--- src/rtl/mips_boot_loader_if.sv ---
// Host stream, CPU load port and run-status signals of the Mini MIPS boot loader.
interface mips_boot_loader_if #(
    parameter int unsigned ADDR_W = 10,
    parameter int unsigned DATA_W = 32
);
    logic              in_valid;
    logic [DATA_W-1:0] in_data;
    logic              in_ready;
    logic              halt_req;
    logic              cpu_rst;
    logic [ADDR_W-1:0] cpu_address;
    logic [DATA_W-1:0] cpu_inst_data;
    logic              cpu_write_instruction;
    logic              cpu_write_data;
    logic              running;
    logic              done;
    logic              err;

    // Host / stream-source side.
    modport master (
        output in_valid, in_data, halt_req,
        input  in_ready, cpu_rst, cpu_address, cpu_inst_data,
               cpu_write_instruction, cpu_write_data, running, done, err
    );

    // Boot loader side.
    modport slave (
        input  in_valid, in_data, halt_req,
        output in_ready, cpu_rst, cpu_address, cpu_inst_data,
               cpu_write_instruction, cpu_write_data, running, done, err
    );
endinterface

--- src/rtl/mips_boot_loader.sv ---
// Mini MIPS boot loader: decodes host command blocks, loads instruction/data
// memory while the CPU is held in reset, then runs the CPU for a bounded or
// unbounded number of cycles.
module mips_boot_loader #(
    parameter int unsigned ADDR_W = 10,
    parameter int unsigned DATA_W = 32,
    parameter int unsigned CNT_W  = 16
) (
    input  logic               clk,
    input  logic               rst,
    mips_boot_loader_if.slave  bus
);
    localparam int unsigned CMD_LSB   = 30;
    localparam int unsigned START_LSB = 20;
    localparam int unsigned START_W   = 10;

    localparam logic [1:0] CMD_ILLEGAL   = 2'b00;
    localparam logic [1:0] CMD_LOAD_INST = 2'b01;
    localparam logic [1:0] CMD_LOAD_DATA = 2'b10;
    localparam logic [1:0] CMD_RUN       = 2'b11;

    typedef enum logic [1:0] {
        S_IDLE = 2'd0,
        S_LOAD = 2'd1,
        S_RUN  = 2'd2
    } state_t;

    state_t            state_q, state_d;
    logic [ADDR_W-1:0] addr_q, addr_d;
    logic [CNT_W-1:0]  cnt_q, cnt_d;
    logic              tgt_inst_q, tgt_inst_d;
    logic              unbounded_q, unbounded_d;

    logic              in_ready_q, in_ready_d;
    logic              cpu_rst_q, cpu_rst_d;
    logic [ADDR_W-1:0] cpu_address_q, cpu_address_d;
    logic [DATA_W-1:0] cpu_inst_data_q, cpu_inst_data_d;
    logic              wr_inst_q, wr_inst_d;
    logic              wr_data_q, wr_data_d;
    logic              running_q, running_d;
    logic              done_q, done_d;
    logic              err_q, err_d;

    logic              accept_c;
    logic [1:0]        hdr_cmd_c;
    logic [ADDR_W-1:0] hdr_start_c;
    logic [CNT_W-1:0]  hdr_count_c;
    logic              unused_hdr_c;

    // Header field decode; bits [19:16] carry no meaning.
    assign accept_c     = bus.in_valid & in_ready_q;
    assign hdr_cmd_c    = bus.in_data[CMD_LSB +: 2];
    assign hdr_start_c  = ADDR_W'(bus.in_data[START_LSB +: START_W]);
    assign hdr_count_c  = bus.in_data[CNT_W-1:0];
    assign unused_hdr_c = ^bus.in_data;

    // Next-state and next-output logic.
    always_comb begin
        state_d         = state_q;
        addr_d          = addr_q;
        cnt_d           = cnt_q;
        tgt_inst_d      = tgt_inst_q;
        unbounded_d     = unbounded_q;
        cpu_address_d   = cpu_address_q;
        cpu_inst_data_d = cpu_inst_data_q;
        wr_inst_d       = 1'b0;
        wr_data_d       = 1'b0;
        done_d          = 1'b0;
        err_d           = err_q;

        case (state_q)
            S_IDLE: begin
                if (accept_c) begin
                    case (hdr_cmd_c)
                        CMD_LOAD_INST, CMD_LOAD_DATA: begin
                            if (hdr_count_c != '0) begin
                                state_d    = S_LOAD;
                                addr_d     = hdr_start_c;
                                cnt_d      = hdr_count_c;
                                tgt_inst_d = (hdr_cmd_c == CMD_LOAD_INST);
                            end
                        end
                        CMD_RUN: begin
                            state_d     = S_RUN;
                            cnt_d       = hdr_count_c;
                            unbounded_d = (hdr_count_c == '0);
                        end
                        CMD_ILLEGAL: err_d = 1'b1;
                        default:     err_d = 1'b1;
                    endcase
                end
            end

            S_LOAD: begin
                if (accept_c) begin
                    cpu_address_d   = addr_q;
                    cpu_inst_data_d = bus.in_data;
                    wr_inst_d       = tgt_inst_q;
                    wr_data_d       = ~tgt_inst_q;
                    addr_d          = addr_q + ADDR_W'(1);
                    cnt_d           = cnt_q - CNT_W'(1);
                    if (cnt_q == CNT_W'(1)) begin
                        state_d = S_IDLE;
                    end
                end
            end

            S_RUN: begin
                cnt_d = cnt_q - CNT_W'(1);
                // Halt and budget expiry end the run identically, so a
                // coincidence still yields a single done pulse.
                if (bus.halt_req || (!unbounded_q && cnt_q == CNT_W'(1))) begin
                    state_d = S_IDLE;
                    done_d  = 1'b1;
                end
            end

            default: state_d = S_IDLE;
        endcase

        in_ready_d = (state_d != S_RUN);
        cpu_rst_d  = (state_d != S_RUN);
        running_d  = (state_d == S_RUN);
    end

    // State and registered outputs with synchronous active-low reset.
    always_ff @(posedge clk) begin
        if (!rst) begin
            state_q         <= S_IDLE;
            addr_q          <= '0;
            cnt_q           <= '0;
            tgt_inst_q      <= 1'b0;
            unbounded_q     <= 1'b0;
            in_ready_q      <= 1'b0;
            cpu_rst_q       <= 1'b1;
            cpu_address_q   <= '0;
            cpu_inst_data_q <= '0;
            wr_inst_q       <= 1'b0;
            wr_data_q       <= 1'b0;
            running_q       <= 1'b0;
            done_q          <= 1'b0;
            err_q           <= 1'b0;
        end else begin
            state_q         <= state_d;
            addr_q          <= addr_d;
            cnt_q           <= cnt_d;
            tgt_inst_q      <= tgt_inst_d;
            unbounded_q     <= unbounded_d;
            in_ready_q      <= in_ready_d;
            cpu_rst_q       <= cpu_rst_d;
            cpu_address_q   <= cpu_address_d;
            cpu_inst_data_q <= cpu_inst_data_d;
            wr_inst_q       <= wr_inst_d;
            wr_data_q       <= wr_data_d;
            running_q       <= running_d;
            done_q          <= done_d;
            err_q           <= err_d;
        end
    end

    assign bus.in_ready              = in_ready_q;
    assign bus.cpu_rst               = cpu_rst_q;
    assign bus.cpu_address           = cpu_address_q;
    assign bus.cpu_inst_data         = cpu_inst_data_q;
    assign bus.cpu_write_instruction = wr_inst_q;
    assign bus.cpu_write_data        = wr_data_q;
    assign bus.running               = running_q;
    assign bus.done                  = done_q;
    assign bus.err                   = err_q;
endmodule

--- src/flat_wrapper.sv ---
// flat-port wrapper written by rule: the top's interface ports become plain ports
module mips_boot_loader_flat 
#(
    parameter int unsigned ADDR_W = 10,
    parameter int unsigned DATA_W = 32,
    parameter int unsigned CNT_W  = 16
)
  (clk, rst, bus_in_valid, bus_in_data, bus_halt_req, bus_in_ready, bus_cpu_rst, bus_cpu_address, bus_cpu_inst_data, bus_cpu_write_instruction, bus_cpu_write_data, bus_running, bus_done, bus_err);
  mips_boot_loader_if #(.ADDR_W(ADDR_W), .DATA_W(DATA_W)) bus_i ();
  input  logic clk;
  input  logic rst;
  input wire logic [$bits(bus_i.in_valid)-1:0] bus_in_valid;
  input wire logic [$bits(bus_i.in_data)-1:0] bus_in_data;
  input wire logic [$bits(bus_i.halt_req)-1:0] bus_halt_req;
  output wire logic [$bits(bus_i.in_ready)-1:0] bus_in_ready;
  output wire logic [$bits(bus_i.cpu_rst)-1:0] bus_cpu_rst;
  output wire logic [$bits(bus_i.cpu_address)-1:0] bus_cpu_address;
  output wire logic [$bits(bus_i.cpu_inst_data)-1:0] bus_cpu_inst_data;
  output wire logic [$bits(bus_i.cpu_write_instruction)-1:0] bus_cpu_write_instruction;
  output wire logic [$bits(bus_i.cpu_write_data)-1:0] bus_cpu_write_data;
  output wire logic [$bits(bus_i.running)-1:0] bus_running;
  output wire logic [$bits(bus_i.done)-1:0] bus_done;
  output wire logic [$bits(bus_i.err)-1:0] bus_err;
  assign bus_i.in_valid = bus_in_valid;
  assign bus_i.in_data = bus_in_data;
  assign bus_i.halt_req = bus_halt_req;
  assign bus_in_ready = bus_i.in_ready;
  assign bus_cpu_rst = bus_i.cpu_rst;
  assign bus_cpu_address = bus_i.cpu_address;
  assign bus_cpu_inst_data = bus_i.cpu_inst_data;
  assign bus_cpu_write_instruction = bus_i.cpu_write_instruction;
  assign bus_cpu_write_data = bus_i.cpu_write_data;
  assign bus_running = bus_i.running;
  assign bus_done = bus_i.done;
  assign bus_err = bus_i.err;
  mips_boot_loader #(.ADDR_W(ADDR_W), .DATA_W(DATA_W), .CNT_W(CNT_W)) u_core (.clk(clk), .rst(rst), .bus(bus_i));
endmodule
--- config.mk ---
export PLATFORM = sky130hd
export DESIGN_NAME = mips_boot_loader_flat
export DESIGN_NICKNAME = d
export VERILOG_FILES = /design/src/rtl/mips_boot_loader_if.sv /design/src/rtl/mips_boot_loader.sv /design/src/flat_wrapper.sv
export SDC_FILE = /design/constraint.sdc
export NUM_CORES = 1
export LEC_CHECK = 0
export BUFFER_PORTS_ARGS = -buffer_cell sky130_fd_sc_hd__buf_4
export CORE_MARGIN = 4
export CORE_UTILIZATION = 23
export CTS_CLUSTER_SIZE = 8
export DETAILED_ROUTE_END_ITERATION = 10
export PLACE_DENSITY = 0.41
export SYNTH_ARGS = -nofsm -noshare
export SYNTH_HDL_FRONTEND = slang
export SYNTH_SLANG_ARGS = --single-unit
--- constraint.sdc ---
create_clock -name clk -period 2 [get_ports clk]
set_clock_uncertainty 0.05 [all_clocks]
set_input_delay 0.3 -clock clk [delete_from_list [all_inputs] [get_ports clk]]
set_output_delay 0.3 -clock clk [all_outputs]
set_load 0.02 [all_outputs]
Yosys cells after proc, flatten, opt, wreduce, memory -nomap -nowiden
Cells that the tools add are included.
Widths: inputs -> output; s select.
- logic and storage cells: 68
- input bits: 36
- output and inout bits: 49
- flip-flop bits (word level): 79
- multiplexer cells: 18
- $add $sub $neg: 2
- reductions and logical operators: 18
- eq/ne operators: 14
- bitwise operators: 2
- operators with widths (kind ; number):
    $mux 16 ; 3
    $pmux 16 s3 ; 1
    $mux 10 ; 4
    $pmux 16 s2 ; 1
    $pmux 10 s2 ; 1
    $eq 16x1->1 const B ; 1
    $logic_not 16->1 ; 1
    $reduce_bool 16->1 ; 1
    $sub 16x1->16 const B ; 1
    $add 10x1->10 const B ; 1
    $mux 2 ; 5
    $reduce_and 5->1 ; 2
    $reduce_and 3->1 ; 3
    $eq 2x2->1 const B ; 4
    $ne 2x1->1 const B ; 3
    $pmux 2 s3 ; 1
    $eq 2x1->1 const B ; 2
    $logic_not 2->1 ; 2
    $ne 2x2->1 const B ; 2
    $pmux 2 s2 ; 1
    $reduce_and 2->1 ; 2
    $reduce_and 4->1 ; 1
    $ne 3x2->1 const B ; 1
    $ne 3x3->1 const B ; 1
    9 further kinds ; 9

Depth between registers and ports, before layout
- depth in word-level cells: 6
- mapped depth: 9
- mapped depth without buffers: 7

Worst setup path before layout
OpenSTA, ideal clock, no wires.
- kind: register -> register
- from: reg u_core.cnt_q[0]
- to: reg u_core.cnt_q[10]
- data required time: 1.818 ns
- period minus slack after synthesis: 1.807 ns
- cell stages (with the launch flop): 8
- library setup time: 0.132 ns
- path slack: 0.193 ns
- arrival: 1.624 ns
- buffers on the path: 0
- path through: dfxtp_1 -> inv_1 -> ha_1 -> nor3b_1 -> nand2_1 -> o31a_1 -> o21ai_0 -> a21oi_1
- longest elaborated chain between the ends: 3
- RTL lines (element ; RTL line ; text):
    start, declared ; mips_boot_loader.sv:30 ; logic [CNT_W-1:0] cnt_q, cnt_d;
    start signal, assigned ; mips_boot_loader.sv:146 ; cnt_q <= cnt_d;
    $sub 16x1->16 * ; mips_boot_loader.sv:101, mips_boot_loader.sv:109 ;
    $mux 16 ; mips_boot_loader.sv:95 ; if (accept_c) begin
    $pmux 16 s3 * ; mips_boot_loader.sv:71 ; case (state_q)
Every way passes the cells marked *; elsewhere a longest branch is shown, timed or not. The select of a mux whose other input is x is not followed.
A chain may end at the register's enable or synchronous reset.

Final worst setup path
- from: reg u_core.cnt_q[0]
- to: reg u_core.cpu_rst_q, in the netlist u_core.bus.cpu_rst
- longest elaborated chain between the ends: 6
- elaborated cells on any way between the ends: 8
- those cells by class: eq/ne (2); mux (4); reduce/logical (2)
- RTL lines (element ; RTL line ; text):
    $eq 16x1->1 * ; mips_boot_loader.sv:102, mips_boot_loader.sv:112 ;
    $logic_and 1x1->1 ; mips_boot_loader.sv:112 ; if (bus.halt_req || (!unbounded_q && cnt_q == CNT_W'(1))) begin
    $logic_or 1x1->1 ; mips_boot_loader.sv:112 ;
    $mux 2 ; mips_boot_loader.sv:112 ;
    $pmux 2 s3 * ; mips_boot_loader.sv:71 ;
    $ne 2x2->1 * ; mips_boot_loader.sv:122 ; cpu_rst_d = (state_d != S_RUN);
    end signal, assigned ; mips_boot_loader.sv:150 ; cpu_rst_q <= cpu_rst_d;
    end, declared ; mips_boot_loader.sv:35 ; logic cpu_rst_q, cpu_rst_d;
Every way passes the cells marked *; elsewhere a longest branch is shown, timed or not.

==> results.toml <==
[floorplan]
rows = 46
core_um2 = 16060
die_x_um = 136.6
dieArea_um2 = 18670
fp.dieH_um = 136.6
start_util_pct = 23.69
io_pins = 85

[grt]
grt_pass1_vias = 3577
grt_pass1_wl_mm = 18.98
gr-total-overflow = 0
grt_usage_pct = 13.06
grt_max_degree = 26
antenna_found_initial = 0

[synthesis]
synth_cells = 475
avgSynthCellArea_um2 = 8.010
yosys.cell_count.top_type = "nand2_1"
synthFlopType = "dfxtp_1"
yosysTopAreaCell = "dfxtp_1"
synth_fp_nets = 521
synthDistinctLibCells = 55
synth_seq_cells = 79
ys_seq_area_share_pct = 41.57
yosys_warnings = 0
syn-cell-area_um2 = 3805
synth_edf_count = 0
synth_commonest_cells = "nand2_1, dfxtp_1, a21oi_1, nor2_1, clkbuf_1"
synth-async-reset-ratio_pct = 0
synth.top_cell.area_share_pct = 41.57
synth_area_leaders = "dfxtp_1, nand2_1, a21oi_1"

[route]
drc_errors = 0
vias = 3701
drtPass1Iterations = 5
avgViaCountPerCell = 4.644
first_iter_violations = 155
wl_per_cell_um = 15.15
postRouteWirelength_mm = 12.08
antenna_violating_nets_post_route = 0

[final_layout]
post_layout_nonfiller_instances = 797
nets = 623
diodes = 0
fin_util_pct = 32.83
drive_gt1_share_pct = 28.40
synthToLayoutAreaGrowth_pct = 38.54
fin_area_um2 = 5271

[pwr]
ir_worst_vdd_mv = 0.3837
p_leak_nw = 2.098
p_total_mw = 4.338
p_per_area_nw_per_um2 = 823.0

[worst_hold_path]
min_path_cells = 3
hold_path.class = "in -> reg"

[cts]
clk_pin_slew_ns = 0.06
clock_path_buffers = 2
clkLatencyLatePin_ns = 0.35
clock-root-buffer = "clkbuf_16"
cts_buffers = 9
clock_sinks = 79
cts_tree = "done"
h-tree-depth = 3

[critical_path]
path_depth = 7
worstRegToRegCells = 7
startpoint = "u_core.cnt_q[0]$_SDFFE_PN0P_"
critical_path_arrival_ns = 2.06
worst-path-buf-inv = 1
startpoint_type = "flip-flop"
path_class = "reg -> reg"
path_cells = "ha_1 > nor4b_1 > nand4_1 > buf_4 > o21ai_1 > a32o_1 > o211ai_1"
crit_path_top_delay_cell = "dfxtp_1"
critPathTopFamily = "compound AO/OA/AOI/OAI gates"
max_stage_delay_ns = 0.42
regToRegSetupSlack_ns = 0.10
crit_path_max_fanout = 5
r2r-start = "u_core.cnt_q[0]$_SDFFE_PN0P_"
crit_path_end_kind = "flip-flop"
r2r_end = "u_core.bus.cpu_rst$_SDFF_PN1_"
worst_ep_required_time_ns = 2.16
setup.worst_path.end = "u_core.bus.cpu_rst$_SDFF_PN1_"

[sta]
setup_violations = 0
maxSlewViolCount = 0
period_share_pct = 94.76
hold_violations = 0
layout_setup_ws_ns = 0.1049
max_freq_mhz = 527.7
slew_headroom_pct = 66.04
tightestPinTransition_ns = 0.5086
period_needed_ns = 1.895

[placed_design]
dpl_worst_slack_ns = -0.02177
post_dp_cell_area_um2 = 4927
port_buffers = 84
dp_hpwl_mm = 8.748
dp.cells = 781
finalWeightedCongestion = 0.7877

[status]
status = "finished, final reports clean"

[job]
cap_violations = 0
==> layout make-up <==
type                            instances  area [µm²]
Sequential cell                        79        1582
Multi-Input combinational cell        353        2082
Clock buffer                           11       242.7
Tap cell                              216       270.3
Timing Repair Buffer                  119       968.4
Clock inverter                          4       70.07
Fill cell                            1729       10790
Inverter                               15       56.30
==> power breakdown <==
part / total, mW / leakage (nW) / internal, mW / switching, mW
logic: 0.863 / 1.30 / 0.396 / 0.467
clock network: 1.77 / 0.155 / 1.12 / 0.656
registers: 1.70 / 0.640 / 1.64 / 0.0621
total: 4.34 / 2.10 / 3.15 / 1.19
==> registers in the layout, indices dropped and copies added, names as in the netlist <==
signal	cells
u_core.addr_q	10
u_core.bus.cpu_address	10
u_core.bus.cpu_inst_data	32
u_core.bus.cpu_rst	1
u_core.bus.cpu_write_data	1
u_core.bus.cpu_write_instruction	1
u_core.bus.done	1
u_core.bus.err	1
u_core.bus.in_ready	1
u_core.bus.running	1
u_core.cnt_q	16
u_core.state_q	2
u_core.tgt_inst_q	1
u_core.unbounded_q	1
==> worst register-to-register path, delay by kind of cell, from the launching register on <==
kind / cells / cell delay (ns)
AND/OR/NAND/NOR: 2 / 0.38
buffers and inverters: 1 / 0.18
adder cells (fa/ha/maj): 1 / 0.17
AO/OA/AOI/OAI: 3 / 0.57
flip-flops: 1 / 0.42
==> cell families after synthesis <==
logic type	synth area share, %
AOI/OAI and AO/OA	21.60
adders and majority gates	3.288
and+or+nand+nor	25.91
DFF	41.57
buffers and inverters	4.604
muxes	3.025
==> stage by stage <==
stage               setup TNS, ns  hold WS (ns)
floorplan                       0        0.3660
global placement         -0.01103        0.3835
detailed placement       -0.02177        0.3882
CTS                             0        0.1498
global route             -0.01546        0.1569
finish                          0        0.1626
==> worst min-delay path by stage <==
stage	from	end	slack [ns]
global placement	u_core.tgt_inst_q$_SDFFE_PN0P_	u_core.bus.cpu_write_data$_SDFF_PN0_	0.38
global route	bus_in_data[26]	u_core.bus.cpu_inst_data[26]$_SDFFE_PN0P_	0.16
finish	bus_in_data[16]	u_core.bus.cpu_inst_data[16]$_SDFFE_PN0P_	0.16
detailed placement	u_core.tgt_inst_q$_SDFFE_PN0P_	u_core.bus.cpu_write_data$_SDFF_PN0_	0.39
floorplan	u_core.tgt_inst_q$_SDFFE_PN0P_	u_core.bus.cpu_write_data$_SDFF_PN0_	0.37
CTS	bus_in_data[16]	u_core.bus.cpu_inst_data[16]$_SDFFE_PN0P_	0.15
==> routing by layer <==
| layer | share of wire [%] | up-vias | global-route usage (%) | routed length, µm |
|---|---|---|---|---|
| li1 | - | 1856 | - | - |
| met1 | 46 | 1753 | 16.85 | 5520 |
| met2 | 48 | 74 | 20.87 | 5804 |
| met3 | 4.5 | 18 | 3.346 | 538 |
| met4 | 1.8 | 0 | 5.095 | 212 |
| met5 | 0 | - | 0 | 0 |
==> cells in the final DEF, fill, tap and decap left out, types with 2 or more instances in the layout <==
master	instances
buf_4	113
o21a_1	2
nand4_1	2
o211a_1	2
or2_2	2
nand2_1	126
clkinv_2	2
mux2_2	4
and3_1	6
a21oi_1	77
o21ai_1	5
nor4_2	3
o31a_1	2
nand3_1	6
o2bb2ai_1	3
o211ai_1	2
nor3_1	7
o22ai_1	2
inv_1	14
nor2_1	25
o21ai_0	11
ha_1	10
mux2i_1	7
or3_1	2
dfxtp_1	79
nand3b_1	2
o32ai_1	10
bufinv_16	2
buf_12	6
nor2b_1	3
nor4_4	4
clkbuf_16	9
==> repair_timing <==
item,4_1_cts,5_1_grt
pin swaps,0,1
buffers inserted,0,1
gates resized for setup,1,7
hold buffers,0,0
setup endpoints to repair,1,13
Note: power is estimated with default switching activity, not from simulation.
